===== config.mk =====
export PLATFORM = sky130hd
export DESIGN_NAME = load_store_unit
export DESIGN_NICKNAME = d
export VERILOG_FILES = /design/src/rtl/riscv_pkg.sv /design/src/rtl/lsu_lane_align.sv /design/src/rtl/load_store_unit.sv
export SDC_FILE = /design/constraint.sdc
export NUM_CORES = 1
export LEC_CHECK = 0
export ABC_AREA = 0
export CAP_MARGIN = 10
export CORE_ASPECT_RATIO = 1.1
export CORE_MARGIN = 5
export CORE_UTILIZATION = 30
export CTS_CLUSTER_SIZE = 25
export DETAILED_ROUTE_END_ITERATION = 7
export GPL_ROUTABILITY_DRIVEN = 0
export PLACE_DENSITY = 0.54
export SLEW_MARGIN = 15
export SYNTH_ARGS = -nofsm -noshare
export SYNTH_HDL_FRONTEND = slang
export SYNTH_SLANG_ARGS = --single-unit

===== constraint.sdc =====
create_clock -name clk -period 20.7 [get_ports clk]
set_input_delay 4.14 -clock clk [delete_from_list [all_inputs] [get_ports clk]]
set_output_delay 4.14 -clock clk [all_outputs]
set_load 0.01 [all_outputs]

===== src/rtl/riscv_pkg.sv =====
// Shared load/store encodings, FSM state constants and size helpers for the LSU.
package riscv_pkg;

  localparam logic [2:0] LS_B  = 3'b000;
  localparam logic [2:0] LS_H  = 3'b001;
  localparam logic [2:0] LS_W  = 3'b010;
  localparam logic [2:0] LS_D  = 3'b011;
  localparam logic [2:0] LS_BU = 3'b100;
  localparam logic [2:0] LS_HU = 3'b101;
  localparam logic [2:0] LS_WU = 3'b110;

  localparam logic [1:0] S_IDLE  = 2'd0;
  localparam logic [1:0] S_READ  = 2'd1;
  localparam logic [1:0] S_WRITE = 2'd2;
  localparam logic [1:0] S_RESP  = 2'd3;

  // Byte mask of the access size, aligned to lane 0.
  function automatic logic [63:0] size_mask(input logic [2:0] funct3);
    case (funct3[1:0])
      2'b00:   size_mask = 64'h0000_0000_0000_00FF;
      2'b01:   size_mask = 64'h0000_0000_0000_FFFF;
      2'b10:   size_mask = 64'h0000_0000_FFFF_FFFF;
      default: size_mask = 64'hFFFF_FFFF_FFFF_FFFF;
    endcase
  endfunction

  function automatic logic misaligned(input logic [2:0] funct3, input logic [2:0] off);
    case (funct3[1:0])
      2'b00:   misaligned = 1'b0;
      2'b01:   misaligned = off[0];
      2'b10:   misaligned = |off[1:0];
      default: misaligned = |off;
    endcase
  endfunction

endpackage


===== src/rtl/lsu_lane_align.sv =====
// Combinational lane steering: load extraction with sign/zero extension and
// the read-modify-write merge for sub-word stores.
module lsu_lane_align
  import riscv_pkg::*;
(
  input  logic [63:0] word,
  input  logic [2:0]  off,
  input  logic [2:0]  funct3,
  input  logic [63:0] wdata,
  output logic [63:0] load_ext,
  output logic [63:0] store_merge
);

  logic [5:0]  shamt;
  logic [63:0] lane;
  logic [63:0] mask;

  assign shamt = {off, 3'b000};
  assign lane  = word >> shamt;
  assign mask  = size_mask(funct3) << shamt;

  always_comb begin
    load_ext = lane;
    case (funct3)
      LS_B:    load_ext = {{56{lane[7]}}, lane[7:0]};
      LS_H:    load_ext = {{48{lane[15]}}, lane[15:0]};
      LS_W:    load_ext = {{32{lane[31]}}, lane[31:0]};
      LS_BU:   load_ext = {56'd0, lane[7:0]};
      LS_HU:   load_ext = {48'd0, lane[15:0]};
      LS_WU:   load_ext = {32'd0, lane[31:0]};
      default: load_ext = lane;
    endcase
  end

  assign store_merge = (word & ~mask) | ((wdata << shamt) & mask);

endmodule


===== src/rtl/load_store_unit.sv =====
// Load/store unit in front of a 64-bit word memory without byte enables:
// sub-word stores are read-modify-write, misaligned/illegal requests fault.
module load_store_unit
  import riscv_pkg::*;
#(
  parameter int XLEN         = 64,
  parameter int MEM_ADDRSIZE = 16
) (
  input  logic                    clk,
  input  logic                    rst,
  input  logic                    req_valid,
  output logic                    req_ready,
  input  logic                    req_store,
  input  logic [2:0]              req_funct3,
  input  logic [XLEN-1:0]         req_addr,
  input  logic [XLEN-1:0]         req_wdata,
  output logic                    resp_valid,
  input  logic                    resp_ready,
  output logic [XLEN-1:0]         resp_rdata,
  output logic                    resp_fault,
  output logic                    mem_wren,
  output logic                    mem_rden,
  output logic [MEM_ADDRSIZE-1:0] mem_addr,
  output logic [63:0]             mem_d,
  input  logic [63:0]             mem_q,
  output logic [1:0]              dbg_state
);

  // Handshakes: a request transfers on a rising edge with req_valid & req_ready;
  // a response transfers on a rising edge with resp_valid & resp_ready, and
  // resp_valid/resp_rdata/resp_fault hold steady until then.

  logic [1:0]              state, next_state;
  logic [2:0]              off_q, funct3_q;
  logic [XLEN-1:0]         wdata_q;
  logic                    store_q;
  logic                    accept, req_fault;
  logic [63:0]             load_ext, store_merge;
  logic                    mem_rden_nxt, mem_wren_nxt, resp_valid_nxt, resp_fault_nxt;
  logic [63:0]             mem_d_nxt;
  logic [XLEN-1:0]         resp_rdata_nxt;
  logic [MEM_ADDRSIZE-1:0] mem_addr_nxt;
  logic                    unused_addr_hi;

  assign unused_addr_hi = ^req_addr[XLEN-1:MEM_ADDRSIZE+3];

  assign req_ready = (state == S_IDLE);
  assign dbg_state = state;
  assign accept    = req_valid & req_ready;
  assign req_fault = (req_funct3 == 3'b111) | (req_store & req_funct3[2])
                   | misaligned(req_funct3, req_addr[2:0]);

  lsu_lane_align u_align (
    .word        (mem_q),
    .off         (off_q),
    .funct3      (funct3_q),
    .wdata       (wdata_q[63:0]),
    .load_ext    (load_ext),
    .store_merge (store_merge)
  );

  always_comb begin
    next_state = state;
    case (state)
      S_IDLE: begin
        if (req_valid) begin
          if (req_fault)                               next_state = S_RESP;
          else if (req_store && req_funct3[1:0] == 2'b11) next_state = S_WRITE;
          else                                         next_state = S_READ;
        end
      end
      S_READ:  next_state = store_q ? S_WRITE : S_RESP;
      S_WRITE: next_state = S_RESP;
      S_RESP:  if (resp_ready) next_state = S_IDLE;
      default: next_state = S_IDLE;
    endcase
  end

  // Every memory/response output is the registered image of the next state.
  always_comb begin
    mem_rden_nxt   = (next_state == S_READ);
    mem_wren_nxt   = (next_state == S_WRITE);
    resp_valid_nxt = (next_state == S_RESP);
    mem_addr_nxt   = accept ? req_addr[MEM_ADDRSIZE+2:3] : mem_addr;
    mem_d_nxt      = mem_d;
    resp_rdata_nxt = resp_rdata;
    resp_fault_nxt = resp_fault;
    if (next_state == S_WRITE) begin
      mem_d_nxt = (state == S_READ) ? store_merge : req_wdata[63:0];
    end
    if (next_state == S_RESP && state != S_RESP) begin
      resp_fault_nxt = (state == S_IDLE);
      resp_rdata_nxt = (state == S_READ && !store_q) ? load_ext : '0;
    end
  end

  always_ff @(posedge clk or posedge rst) begin
    if (rst) begin
      state      <= S_IDLE;
      off_q      <= '0;
      funct3_q   <= '0;
      wdata_q    <= '0;
      store_q    <= 1'b0;
      mem_rden   <= 1'b0;
      mem_wren   <= 1'b0;
      mem_addr   <= '0;
      mem_d      <= '0;
      resp_valid <= 1'b0;
      resp_rdata <= '0;
      resp_fault <= 1'b0;
    end else begin
      state      <= next_state;
      if (accept) begin
        off_q    <= req_addr[2:0];
        funct3_q <= req_funct3;
        wdata_q  <= req_wdata;
        store_q  <= req_store;
      end
      mem_rden   <= mem_rden_nxt;
      mem_wren   <= mem_wren_nxt;
      mem_addr   <= mem_addr_nxt;
      mem_d      <= mem_d_nxt;
      resp_valid <= resp_valid_nxt;
      resp_rdata <= resp_rdata_nxt;
      resp_fault <= resp_fault_nxt;
    end
  end

endmodule

==> flow_summary.json <==
{
  "run_status": "complete, no violations",
  "peakVddDrop_uv": 86.1,
  "postCtsHoldBufs": 0,
  "row_count": 81,
  "hold_viol": 0,
  "dr.pass1.iters": 5,
  "start_kind": "primary input",
  "cts.sink_count": 221,
  "post_drt_wl_per_cell_um": 27.0,
  "fmax_ghz": 0.146,
  "synth_area_mm2": 0.0135,
  "worst_pin_slew_ps": 1240,
  "clkPwrFrac_pct": 16.1,
  "cp-endpoint": "mem_d[4]",
  "critPathRequiredTime_ps": 21130,
  "rrSetupSlack_ps": 16460,
  "die_h_um": 232,
  "finalPower_w": 0.00313,
  "cts_resized": 0,
  "cp.arrival_ps": 7290,
  "io_pins": 351,
  "rr_endpoint": "mem_d[40]",
  "cpPeakStageDelay_ps": 840,
  "seqPwrFrac_pct": 27.3,
  "hold_slack_ps": 484,
  "yosysMostFrequentCell": "dfrtp_1",
  "synth_common_cells": "221 x dfrtp_1, 130 x mux2i_1, 107 x mux2_2, 101 x nand2_1, 100 x o21ai_0",
  "path_cells": "clkdlybuf4s50_1 > and2_4 > a221o_1 > or2_4 > clkinv_4 > mux2_1",
  "drive_gt1_share_pct": 15.9,
  "yosys.area.top_type_share_pct": 41.1,
  "clock-root-buffer": "clkbuf_16",
  "place_inst": 1991,
  "h-tree-depth": 1,
  "fin_nets": 1639,
  "setup_viol": 0,
  "ys_ff_latch": 221,
  "min_path_type": "register to register",
  "ys_types": 62,
  "p_leak_nw": 7.17,
  "r2r-start": "off_q[1]",
  "critPathSlowestCell": "a221o_1",
  "drv_slew": 0,
  "hpwl_um": 40600,
  "grt_usage_pct": 21.7,
  "die_w_um": 212,
  "yosysSeqAreaShare_pct": 41.1,
  "core_mm2": 0.0444,
  "end_kind": "register",
  "fillerInstances": 4335,
  "grt-ovfl-total": 0,
  "synthArstFlopShare_pct": 100,
  "p_int_w": 0.00180,
  "routed_via_density": 5.58,
  "antenna_found_initial": 3,
  "syn_to_final_growth_pct": 31.7,
  "clk_pin_slew_ps": 60,
  "grt_max_degree": 157,
  "fin_tns_setup_ps": 0,
  "synth_flop_cell": "dfrtp_1",
  "reg2regPathDepth": 6,
  "first_global_vias": 11464,
  "crit_path_max_fanout": 52,
  "rsz0062_at_grt": "no",
  "synth_fp_nets": 1404,
  "timing.final.crit_share_pct": 33.1,
  "postLayoutCoreUtil_pct": 39.9,
  "power_frac_comb_pct": 56.6,
  "initial_core_util_pct": 30.3,
  "pwr_density_cell_mw_per_mm2": 177,
  "synth_edf_count": 0,
  "yosysTopAreaCell": "dfrtp_1",
  "die_area_mm2": 0.0492,
  "initialDrtViolationCount": 1081,
  "slew-limit-headroom_pct": 16.8,
  "power.switching_w": 0.00133,
  "setup.worst_path.class": "primary input to register",
  "final_cells": 2043,
  "switching_share_pct": 42.6,
  "clock_path_buffers": 3,
  "num_vias": 11390,
  "maxCapViolCount": 0,
  "io_buffers": 305,
  "antenna_left": 0,
  "startpoint": "req_valid",
  "wirelength_um": 55100,
  "cts_buffers": 27,
  "yosysWarnings": 0,
  "route.detailed.drc": 0,
  "synth_area_leaders": "dfrtp_1 41%, mux2i_1 9.7%, mux2_2 9.0%",
  "syn_area_per_cell_um2": 11.2,
  "fin_skew_ps": 16.1,
  "clock_latency_ps": 560,
  "grt_pass1_wl_um": 80500,
  "syn_inst": 1204,
  "cts_setup_buffers": 0,
  "fin_crit_ps": 6850,
  "cts_tree": "yes"
}
[metrics by stage]
step | setup WS [ps] | instance area (um^2)
floorplan | 10510 | 13500
finish | 13850 | 17700
CTS | 13870 | 17700
global placement | 13300 | 16800
detailed placement | 13280 | 16800
global route | 13700 | 17700
[worst min path at each step]
stage	startpoint	end	slack [ps]	cells past startpoint
2_1_floorplan	wdata_q[56]	wdata_q[56]	470	1
3_3_place_gp	mem_d[42]	mem_d[42]	470	1
3_5_place_dp	mem_d[43]	mem_d[43]	470	1
4_1_cts	mem_d[4]	mem_d[4]	490	1
5_1_grt	mem_d[4]	mem_d[4]	500	1
6_report	mem_d[9]	mem_d[9]	480	1
[placed cells by master, fill, tap and decap left out, types with 8 or more instances in the layout]
master	netlist	layout
mux2_2	107	107
clkbuf_16	0	27
o211ai_1	17	17
a221o_1	9	9
clkdlybuf4s50_1	0	305
mux2i_1	130	130
nand2_1	101	101
nand2b_1	14	13
a21oi_1	20	20
nor2b_1	12	11
o2bb2ai_1	31	31
nor2_1	34	34
a22o_1	57	57
mux2_1	39	39
a211oi_1	11	11
a222oi_1	8	8
o21ai_0	100	100
mux4_2	38	38
and2_1	10	9
o31ai_1	12	12
a21o_1	16	16
buf_4	12	11
nor3_1	12	12
dfrtp_1	221	218
[kinds of logic after synthesis]
group	count (synthesis)	share of synthesized area (%)
and+or+nand+nor	206	7.10
muxes	320	28.9
DFF	221	41.1
buffers and inverters	122	4.90
AOI/OAI and AO/OA	335	18.0
[flip-flops by register name, indices dropped and copies added, names as in the netlist]
register / flops
off_q: 3
dbg_state: 2
mem_d: 64
mem_addr: 16
resp_rdata: 64
resp_valid: 1
mem_rden: 1
funct3_q: 3
mem_wren: 1
resp_fault: 1
store_q: 1
wdata_q: 64
[final cells by class]
cell class                      instances  area [um^2]  share of cell area, %
Antenna cell                            3         7.51                 0.0424
Clock buffer                           34          742                   4.19
Clock inverter                         15          191                   1.08
Inverter                               11         53.8                  0.304
Multi-Input combinational cell        861         7300                   41.2
Sequential cell                       221         5540                   31.3
Tap cell                              581          727                   4.10
Timing Repair Buffer                  317         3160                   17.8
[critical path, delay by kind of cell]
kind	cells	cell delay [ps]
buffers and inverters	2	910
AO/OA/AOI/OAI	1	840
AND/OR/NAND/NOR	2	790
multiplexers	1	510
[power groups by stage]
stage          combinational [W]  sequential, W  clock (W)
2_1_floorplan            0.00113       0.000826          0
3_3_place_gp             0.00176       0.000852          0
3_5_place_dp             0.00177       0.000858          0
4_1_cts                  0.00178       0.000853   0.000515
5_1_grt                  0.00190       0.000881   0.000533
6_report                 0.00177       0.000856   0.000503
[layer usage]
layer,up-vias,track usage [%],part of all wire (%)
met5,-,0,0.022
met1,5745,30.3,44
met3,88,4.12,6.6
met2,487,34.4,47
li1,5068,-,-
met4,2,6.20,2.9
Note: power is estimated with default switching activity, not from simulation.
==> RTL change 1 (same settings) <==
Change the parameter `MEM_ADDRSIZE` from 16 to 32.
--- a/src/rtl/load_store_unit.sv
+++ b/src/rtl/load_store_unit.sv
@@ -6,3 +6,3 @@
   parameter int XLEN         = 64,
-  parameter int MEM_ADDRSIZE = 16
+  parameter int MEM_ADDRSIZE = 32
 ) (
Interface: changed (resized mem_addr); port bits go from 351 to 367. The function was not compared with the original's and may differ.
==> RTL change 1 against the original RTL <==
- register-to-register slack improved by 0.22 ns
- sequential cell count increased by 16
- combinational power increased by 2%
- count of clock-buffer cells in the layout increased by 2
- synthesized area rose by 3.1%
- sequential power increased by 6.8%
- final area increased by 4.4%
- die area rose by 3.0%
- setup slack got worse by 0.28 ns
- routed wire length rose by 4.1%
- total power rose by 3.0%
- worst hold slack improved by 0.0091 ns
- critical endpoint is now mem_d[14]$_DFFE_PP0N_
- largest cell class unchanged
- largest power group unchanged
==> RTL change 1: results (changes against the original RTL) <==
[worst_setup_path]
critPathTopFamily=compound AO/OA/AOI/OAI gates
cp_data_arrival_time_ns=7.57  ; +0.28 ns
slowest_stage=o41ai_4
cp_max_fo=49  ; -5.8%
cpPeakStageDelay_ns=0.87  ; +0.03 ns

[logic_synthesis]
yosysUniqueCellTypes=63  ; +1.6%
syn_nets=1416  ; +0.85%
yosysWarnings=0  ; unchanged
synth_compound_area_frac=0.190  ; +0.0100
synth.mux.area_fraction=0.283  ; -0.00604
synth_flop_cell=dfrtp_1
seq_area_frac_synth=0.428  ; +0.0164
ys_top_cells_by_count=237 x dfrtp_1, 147 x mux2_2, 121 x mux2i_1, 106 x nand2_1, 88 x o21ai_0
synth.area.top_cells=dfrtp_1 43%, mux2_2 12%, mux2i_1 8.7%

[route]
m1WireLength_um=23600  ; -2.4%
drtIter0Drc=1166  ; +7.9%
wl_met2_um=27300  ; +6.4%
dr_wl_met3_um=4480  ; +22%
routed_wl_um=57400  ; +4.1%
vias_per_cell=5.66  ; +1.5%

[timing]
finClkSkew_ns=0.00758  ; -0.00849 ns
relSlewSlack=0.276  ; +0.108

[cells_and_area]
inv_count=9  ; -2
fin_nets=1683  ; +2.7%
n_clock_buffer=36  ; +5.9%
layout-drive-gt1-share=0.180  ; +0.0210
multi_input_area_share=0.398  ; -0.0137
seq-cell-share=0.321  ; +0.00851
fill_cells=4477  ; +3.3%
buffer_area_frac=0.189  ; +0.0108
buffers=353  ; +11%
multi_input_cells=854  ; -0.81%
clk_share=0.0496  ; -0.00309

[global_route]
grtUsageMet3=0.0421  ; +0.000847
use_met2=0.355  ; +0.0110
grt_usage=0.216  ; -0.000992
grt_pass1_vias=11806  ; +3.0%
grt_pass1_wl_um=83300  ; +3.5%
met1_usage=0.290  ; -0.0132
grt_max_degree=109  ; -31%
antenna_found_initial=2  ; -1

[power_and_ir_drop]
p_leak_nw=7.40  ; +3.1%
p_clk_mw=0.502  ; about the same
peakVddDrop_uv=101  ; +17%
seqPwrFrac=0.283  ; +0.010
switchingPower_mw=1.37  ; +2.9%

[clocking]
clk_pin_slew_worst_paths_ns=0.06  ; about the same
numCtsBuffers=28  ; +3.7%
cts_setup_buffers=0  ; unchanged
numClockSinks=237  ; +7.2%

[placement]
portBuffers=337  ; +10%
dp_hpwl_um=43100  ; +6.2%

[outcome]
status=complete, no violations

## RTL change 1: changes by cell type in the layout (fill, tap and decap cells not counted), sizes merged, moves of 9 or more
cell	delta
a211o	+12
nand2b	-10
a22o	+9
mux2i	-9
mux2	+13
nor3	-10
clkdlybuf4s50	+32
dfrtp	+16
o21ai	-13
a221o	-9
## RTL change 1: metrics by stage
step / cell area [um^2] / cells / power (mW) / setup WS [ns] / utilization
2_1_floorplan: 13900 / 1216 / 2.00 / 10.06 / -
3_3_place_gp: 17600 / 2041 / 2.70 / 13.07 / 0.385
3_5_place_dp: 17600 / 2041 / 2.72 / 13.00 / 0.385
4_1_cts: 18500 / 2088 / 3.24 / 13.59 / 0.405
5_1_grt: 18500 / 2088 / 3.41 / 13.24 / 0.405
6_report: 18500 / 2088 / 3.23 / 13.56 / 0.405
## RTL change 1: final timing paths
| path | startpoint | to | slack, ns | cells past startpoint |
|---|---|---|---|---|
| max | req_addr[1] | mem_d[14]$_DFFE_PP0N_ | 13.56 | 9 |
| min | resp_rdata[3]$_DFFE_PP0P_ | resp_rdata[3]$_DFFE_PP0P_ | 0.49 | 1 |
| max reg2reg | off_q[2]$_DFFE_PP0P_ | resp_rdata[47]$_DFFE_PP0P_ | 16.68 | 6 |
| min reg2reg | resp_rdata[3]$_DFFE_PP0P_ | resp_rdata[3]$_DFFE_PP0P_ | 0.49 | 1 |
| max in group asynchronous | rst | resp_rdata[16]$_DFFE_PP0P_ | 15.08 | 3 |
| min in group asynchronous | rst | mem_addr[12]$_DFFE_PP0P_ | 4.13 | 2 |
## RTL change 1: kinds of logic after synthesis
group | count (synthesis)
buffers and inverters | 125
AND/OR/NAND/NOR | 180
flip-flops | 237
multiplexers | 324
AO/OA/AOI/OAI | 350
==> RTL change 2 (same flow settings) <==
Without the edit above. Take the reset off `mem_addr` and load it in a clocked block of its own.
--- a/src/rtl/load_store_unit.sv
+++ b/src/rtl/load_store_unit.sv
@@ -105,3 +105,2 @@
       mem_wren   <= 1'b0;
-      mem_addr   <= '0;
       mem_d      <= '0;
@@ -120,3 +119,2 @@
       mem_wren   <= mem_wren_nxt;
-      mem_addr   <= mem_addr_nxt;
       mem_d      <= mem_d_nxt;
@@ -128,2 +126,6 @@
 
+  always_ff @(posedge clk) begin
+    mem_addr <= mem_addr_nxt;
+  end
+
 endmodule
Formal check against the unedited RTL: not equivalent (Yosys sat finds a counterexample within 4 cycles, from zero or initial values and one cycle with rst high).
==> RTL change 2 against the original RTL <==
- total power fell by 2.3%
- cell count fell by 1.7%
- die area fell by 2.1%
- sequential power grew 2%
- sequential cell count is the same
- worst hold slack improved by 0.0046 ns
- final area is 1.7% lower
- routed wire length shrank 0.80%
- setup slack worse by 0.32 ns
- synthesized area fell by 2.2%
- critical path depth rose by 3
- via count shrank 0.11%
- clock skew is 0.0058 ns lower
- critical endpoint is now mem_d[1]$_DFFE_PP0N_
==> RTL change 2: results (changes against the original RTL) <==
[power_and_ir_drop]
p_leak_nw=6.92  ; -3.5%
peakVddDrop_uv=78.4  ; -8.9%

[placement]
post-place-ws_ns=12.97  ; -0.308 ns
placed_cells=1956  ; -1.8%
dp_hpwl_um=41100  ; +1.2%
place_area_mm2=0.0165  ; -1.4%

[timing]
setup_slack_ns=13.53  ; -0.321 ns
finClkSkew_ns=0.0103  ; -0.00579 ns

[worst_setup_path]
cp-startpoint=req_funct3[1]
cp_max_fo=49  ; -5.8%
slowest_stage=o41ai_4
crit_end=mem_d[1]$_DFFE_PP0N_
cp_data_arrival_time_ns=7.60  ; +0.31 ns
cpPeakStageDelay_ns=0.90  ; +0.06 ns
regToRegEndpoint=resp_rdata[33]$_DFFE_PP0P_
r2r_start=off_q[0]$_DFFE_PP0P_
reg2reg_depth=8  ; +2

[global_route]
grt_max_degree=86  ; -45%
grt_usage=0.218  ; +0.000932
grtUsageMet3=0.0478  ; +0.00655
use_met2=0.342  ; -0.00232
antenna_found_initial=9  ; +6
grt_pass1_wl_um=79700  ; -0.99%
met1_usage=0.296  ; -0.00741

[route]
drtIter0Drc=1067  ; -1.3%
wire_per_inst_um=27.2  ; +0.93%
wl_met2_um=24800  ; -3.2%
vias=11377  ; -0.11%
dr_wl_met3_um=4240  ; +16%
m1WireLength_um=23300  ; -3.7%

[logic_synthesis]
synth.area.top_cells=dfrtp_1 39%, mux2_2 11%, mux2i_1 9.4%
yosysUniqueCellTypes=56  ; -9.7%
async_flop_share=0.928  ; -0.0724
synth.mux.area_fraction=0.272  ; -0.0176
synth_flop_cell=dfrtp_1
netlist_instances=1170  ; -2.8%
synth_compound_area_frac=0.196  ; +0.0169
synth_edf_count=16  ; +16
ys_top_cells_by_count=205 x dfrtp_1, 129 x mux2_2, 123 x mux2i_1, 104 x nand2_1, 90 x o21ai_0
synth_top_area_share=0.390  ; -0.0211

[outcome]
status=complete, no violations

[cells_and_area]
layout-drive-gt1-share=0.175  ; +0.0164
fin_nets=1611  ; -1.7%
layout.cells.non_filler=2008  ; -1.7%

==> RTL change 2: cell count changes after synthesis, moves of 8 or more <==
| cell | delta |
|---|---|
| o2111ai_1 | +11 |
| mux2_1 | -36 |
| nand2b_1 | -11 |
| buf_2 | -8 |
| buf_6 | -10 |
| edfxtp_1 | +16 |
| dfrtp_1 | -16 |
| o21ai_0 | -10 |
| nor3_1 | -9 |
| and2_1 | -8 |
| nand3_1 | +13 |
| mux2_2 | +22 |
==> RTL change 2: power by group <==
group / leakage [nW] / switching, mW / internal (mW)
clock: 0.421 / 0.193 / 0.274
sequential: 2.68 / 0.233 / 0.637
combinational: 3.82 / 0.905 / 0.820
total: 6.92 / 1.33 / 1.73
==> RTL change 2: worst min path at each step <==
stage                                         start                         to  slack, ns  depth (start not counted)
final                          mem_d[2]$_DFFE_PP0N_       mem_d[2]$_DFFE_PP0N_       0.49                          1
after global routing      resp_rdata[6]$_DFFE_PP0P_  resp_rdata[6]$_DFFE_PP0P_       0.51                          1
after CTS                      mem_d[2]$_DFFE_PP0N_       mem_d[2]$_DFFE_PP0N_       0.49                          1
after detailed placement       mem_d[2]$_DFFE_PP0N_       mem_d[2]$_DFFE_PP0N_       0.48                          1
after global placement        mem_d[46]$_DFFE_PP0N_      mem_d[46]$_DFFE_PP0N_       0.48                          1
after floorplan             wdata_q[56]$_DFFE_PP0P_    wdata_q[56]$_DFFE_PP0P_       0.48                          1
==> RTL change 2: final cells by class <==
| type | count | area (um^2) |
|---|---|---|
| Antenna cell | 3 | 7.51 |
| Multi-Input combinational cell | 829 | 6980 |
| Sequential cell | 221 | 5620 |
| Clock inverter | 11 | 97.6 |
| Clock buffer | 38 | 777 |
| Timing Repair Buffer | 322 | 3180 |
| Inverter | 10 | 45.0 |
| Fill cell | 4222 | 25900 |
| Tap cell | 574 | 718 |
